===== src/rtl/btn_debounce_sync.sv =====
// btn_debounce_sync: synchronizes and debounces push-button inputs.
// Produces clean levels, edge pulses and a true/complement literal bus.
module btn_debounce_sync #(
    parameter int              SIZE         = 4,
    parameter int              CNT_WIDTH    = 16,
    parameter int              STABLE_COUNT = 50000,
    parameter logic [SIZE-1:0] RESET_VAL    = '0
) (
    input  logic              clk,
    input  logic              rst_n,
    input  logic [SIZE-1:0]   btn_raw,
    output logic [SIZE-1:0]   btn_clean,
    output logic [SIZE-1:0]   btn_rise,
    output logic [SIZE-1:0]   btn_fall,
    output logic [2*SIZE-1:0] btn_lits
);

    localparam logic [CNT_WIDTH-1:0] LAST =
        CNT_WIDTH'(STABLE_COUNT - 1);
    localparam logic [CNT_WIDTH-1:0] ONE = CNT_WIDTH'(1);

    logic [SIZE-1:0]      sync1;
    logic [SIZE-1:0]      sync2;
    logic [CNT_WIDTH-1:0] cnt     [SIZE];
    logic [CNT_WIDTH-1:0] cnt_nxt [SIZE];
    logic [SIZE-1:0]      clean_nxt;
    logic [SIZE-1:0]      rise_nxt;
    logic [SIZE-1:0]      fall_nxt;

    // Two-flop synchronizer; only sync2 is consumed downstream.
    always_ff @(posedge clk) begin
        if (!rst_n) begin
            sync1 <= RESET_VAL;
            sync2 <= RESET_VAL;
        end else begin
            sync1 <= btn_raw;
            sync2 <= sync1;
        end
    end

    // Per-bit stability count; any agreeing sample restarts it.
    always_comb begin
        clean_nxt = btn_clean;
        rise_nxt  = '0;
        fall_nxt  = '0;
        for (int i = 0; i < SIZE; i++) begin
            cnt_nxt[i] = '0;
            if (sync2[i] != btn_clean[i]) begin
                if (cnt[i] == LAST) begin
                    clean_nxt[i] = sync2[i];
                    rise_nxt[i]  = sync2[i];
                    fall_nxt[i]  = ~sync2[i];
                end else begin
                    cnt_nxt[i] = cnt[i] + ONE;
                end
            end
        end
    end

    // Debounce state and registered edge pulses.
    always_ff @(posedge clk) begin
        if (!rst_n) begin
            btn_clean <= RESET_VAL;
            btn_rise  <= '0;
            btn_fall  <= '0;
            for (int i = 0; i < SIZE; i++) begin
                cnt[i] <= '0;
            end
        end else begin
            btn_clean <= clean_nxt;
            btn_rise  <= rise_nxt;
            btn_fall  <= fall_nxt;
            for (int i = 0; i < SIZE; i++) begin
                cnt[i] <= cnt_nxt[i];
            end
        end
    end

    assign btn_lits = {~btn_clean, btn_clean};

endmodule


===== config.mk =====
export PLATFORM = sky130hd
export DESIGN_NAME = btn_debounce_sync
export DESIGN_NICKNAME = d
export VERILOG_FILES = /design/src/rtl/btn_debounce_sync.sv
export SDC_FILE = /design/constraint.sdc
export NUM_CORES = 1
export LEC_CHECK = 0
export CAP_MARGIN = 20
export CELL_PAD_IN_SITES_DETAIL_PLACEMENT = 1
export CELL_PAD_IN_SITES_GLOBAL_PLACEMENT = 2
export CORE_MARGIN = 8
export CORE_UTILIZATION = 36
export DETAILED_ROUTE_END_ITERATION = 10
export PLACE_DENSITY_LB_ADDON = 0.1
export SETUP_SLACK_MARGIN = 0.1
export SYNTH_ARGS = -nofsm -noshare
export SYNTH_HDL_FRONTEND = slang
export SYNTH_SLANG_ARGS = --single-unit

===== constraint.sdc =====
create_clock -name clk -period 2.45 [get_ports clk]
set_input_delay 0.735 -clock clk [delete_from_list [all_inputs] [get_ports clk]]
set_output_delay 0.735 -clock clk [all_outputs]
set_load 0.02 [all_outputs]

==> qor.txt <==
Fin crit share: 0.8883
Clk slew on worst S/H paths: 0.08 ns
Critical path fanouts, max: 6
Peak supply drop: 0.2115 mV
Clk_skew: 0.004832 ns
Routed vias/inst: 4.835
Sequential Power Share: 0.561
# H-tree levels: 3
Root buffer cell: clkbuf_8
Largest net degree at the start of global routing: 18
Leak: 1.242 nW
DR iter-0 viols: 53
Post-Place Worst Slack: 0.2795 ns
Antenna violations before repair: 0
# clock sinks: 84
Post-synthesis cell count: 398
Max cap viols: 0
Total iterations of the first detailed-routing run: 4
I/O Buffers: 25
Post-CTS setup buffers: 0
CTS tree: built
DRC viols: 0
Reg2Reg Setup Slack: 0.47 ns
PwrDens: 591.3 nW/um2
I/O Pins: 26
Vias in the first global route: 2,738
Yosys reg bits: 84
Resize count post-CTS: 0
Overflow after GRT: 0
Die Footprint: 13,360 um2
CP Data Arrival Time: 1.44 ns
Hold Crit Class: reg -> reg
Max-slew violations: 0
Slew margin rel.: 0.5736
TritonCTS buffer count: 9
Die Height: 115.6 um
Met2 Wirelength: 3247 um
Synth unique cells: 40
Routed Antenna Nets: 0
Area post-placement: 3941 um2
Post-Syn Area per Cell: 8.969 um2
Metal3 WL: 295 um
Post-layout minimum cycle time: 2.176 ns
Clk pwr share: 0.424
Slowest cell on the critical path: clkdlybuf4s50_1
Part of the power in combinational logic: 0.015
Synth warn: 0
Die Span X: 115.6 um
Vias: 2,717
GRT Total Usage: 0.1200
Placement Rows: 36
Setup Viol. Count Final: 0
Placer congestion estimate: 0.7155
Switch share: 0.2009
Worst-Margin Slew: 0.6382 ns
Clk buf depth: 2
Seq/Total Area, Yosys: 0.4711
Metal-1 WL: 3593 um
CP peak stage delay: 0.65 ns
Placeable core area: 9684 um2
Final setup TNS: 0 ns
Hold buffers post-CTS: 0
Fin area: 4150 um2
Setup ws final: 0.2737 ns
Clock latency on the worst-skew pair: 0.34 ns
Finished Core Util: 0.4286
Crit start category: flop
Share of cells above drive strength 1: 0.06061
Max Used Layer: met4
Post-synthesis cell area: 3570 um2
Final hold viol count: 0
Outcome: finished, final reports clean
WS Path Type: reg -> out
RSZ-0062 raised after global routing: false
Max Fclk: 459.5 MHz
Dpl hpwl: 5204 um
Fill count: 1,144
Cell Chain, Critical Path: clkdlybuf4s50_1
Diode count: 0
Crit. End Element: primary output
Internal power: 1.961 mW
Routed WL: 7281 um
Sw Pwr: 493.0 uW
Routed len/inst: 12.96 um
Worst path required time: 1.71 ns
Worst path bufs/invs: 1
Starting Density: 0.3686
Nets@finish: 436
Total nets after synthesis: 408
Area added between synthesis and finish: 16.26%
Delay-heaviest family, CP: buffers and inverters
First-pass GRT wire length: 12,810 um
-- area by class of cell --
cell class                 instances  area (um2)  share of cell area
clock inverter                     1       30.03            0.007235
tap                              133       166.4             0.04010
sequential                        84        1682              0.4052
clock buffer                      13       178.9             0.04311
inverter                          20       75.07             0.01809
timing repair buffer              30       291.5             0.07024
multi-input combinational        281        1727              0.4160
-- cells by family after synthesis --
group           after synthesis  share of synthesized area
fa+ha+maj                     4                    0.01402
mux                           2                   0.005608
buf+inv                      33                    0.04521
xor+xnor                     54                     0.1325
flops                        84                     0.4711
simple gates                205                     0.3028
compound gates               16                    0.02874
-- layer usage --
metal	up-vias	GRT usage
met5	-	0
met4	0	0.06567
met3	11	0.03022
met2	26	0.1853
met1	1282	0.1499
li1	1398	-
-- cells in the mapped netlist --
| cell | n | share of area |
|---|---|---|
| dfxtp_1 | 84 | 0.47 |
| nor2_1 | 72 | 0.076 |
| xnor2_1 | 41 | 0.10 |
| nand3_1 | 22 | 0.031 |
| inv_1 | 20 | 0.021 |
| nand2_1 | 19 | 0.020 |
| nor4_1 | 16 | 0.028 |
| nand4_1 | 15 | 0.026 |
| nor3_1 | 13 | 0.018 |
| xor2_1 | 13 | 0.032 |
| and2_1 | 9 | 0.016 |
| and3_1 | 7 | 0.012 |
| or3_1 | 7 | 0.012 |
| a21oi_1 | 6 | 0.0084 |
| buf_4 | 6 | 0.013 |
| clkbuf_1 | 5 | 0.0053 |
| o21ai_0 | 5 | 0.0070 |
| ha_1 | 4 | 0.014 |
| nor2b_1 | 4 | 0.0070 |
| and4_1 | 3 | 0.0074 |
| nor4b_1 | 3 | 0.0074 |
| nor4bb_1 | 3 | 0.0084 |
| buf_6 | 2 | 0.0063 |
| mux2i_1 | 2 | 0.0056 |
| or3_4 | 2 | 0.0063 |
| nand3b_1 | 1 | 0.0021 |
| nand4b_1 | 1 | 0.0025 |
| nor3b_1 | 1 | 0.0021 |
| nor4_4 | 1 | 0.0060 |
| o21a_1 | 1 | 0.0021 |
| o21ai_4 | 1 | 0.0046 |
| o21bai_1 | 1 | 0.0021 |
| o31ai_1 | 1 | 0.0021 |
| o41ai_1 | 1 | 0.0025 |
| or2_1 | 1 | 0.0018 |
| or2_2 | 1 | 0.0018 |
| or3b_2 | 1 | 0.0025 |
| or4_1 | 1 | 0.0021 |
| or4_4 | 1 | 0.0032 |
| or4bb_1 | 1 | 0.0032 |
-- registers in the layout, indices dropped and copies added, names as in the netlist --
signal	flops
cnt	64
btn_clean	4
btn_fall	4
btn_rise	4
sync1	4
sync2	4
-- power by group through the flow --
stage,Sequential [mW],Combinational [mW],Clock (mW)
floorplan,1.41,0.0223,0
global placement,1.41,0.0356,0
detailed placement,1.41,0.0368,0
CTS,1.38,0.0370,1.10
global route,1.38,0.0413,1.15
finish,1.38,0.0358,1.04
-- stage by stage --
step | instances | hold slack (ns) | power, mW
after floorplan | 398 | 0.4119 | 1.430
after global placement | 547 | 0.4186 | 1.445
after detailed placement | 548 | 0.4206 | 1.446
after CTS | 562 | 0.4409 | 2.510
after global routing | 562 | 0.4610 | 2.574
final | 562 | 0.4374 | 2.454
-- path summary, 6_finish.rpt --
path | startpoint | endpoint | cells past startpoint
setup / recovery | btn_clean[2] | btn_clean[2] | 1
hold / removal | sync1[0] | sync2[0] | 1
setup reg to reg | cnt[0][11] | cnt[0][4] | 4
hold reg to reg | sync1[0] | sync2[0] | 1
-- layout by cell type, fill, tap and decap left out, drive strengths merged --
cell           Yosys  routed
buf                8       5
inv               20      20
and2               9       9
nor3b              1       1
and4               3       3
ha                 4       4
bufinv             0       1
or3b               1       1
nand3             22      22
o21bai             1       1
nor4b              3       3
o21ai              6       6
nand4             15      15
o41ai              1       1
nand2             19      19
xnor2             41      41
nand3b             1       1
clkdlybuf4s50      0      25
xor2              13      13
or4bb              1       1
nor3              13      13
o31ai              1       1
nor2b              4       4
nor2              72      72
a21oi              6       6
and3               7       7
clkbuf             5      13
or4                2       2
nor4bb             3       3
nor4              17      17
or2                2       2
o21a               1       1
or3                9       9
nand4b             1       1
dfxtp             84      84
mux2i              2       2
No activity file was read; power rests on OpenSTA's default activity.
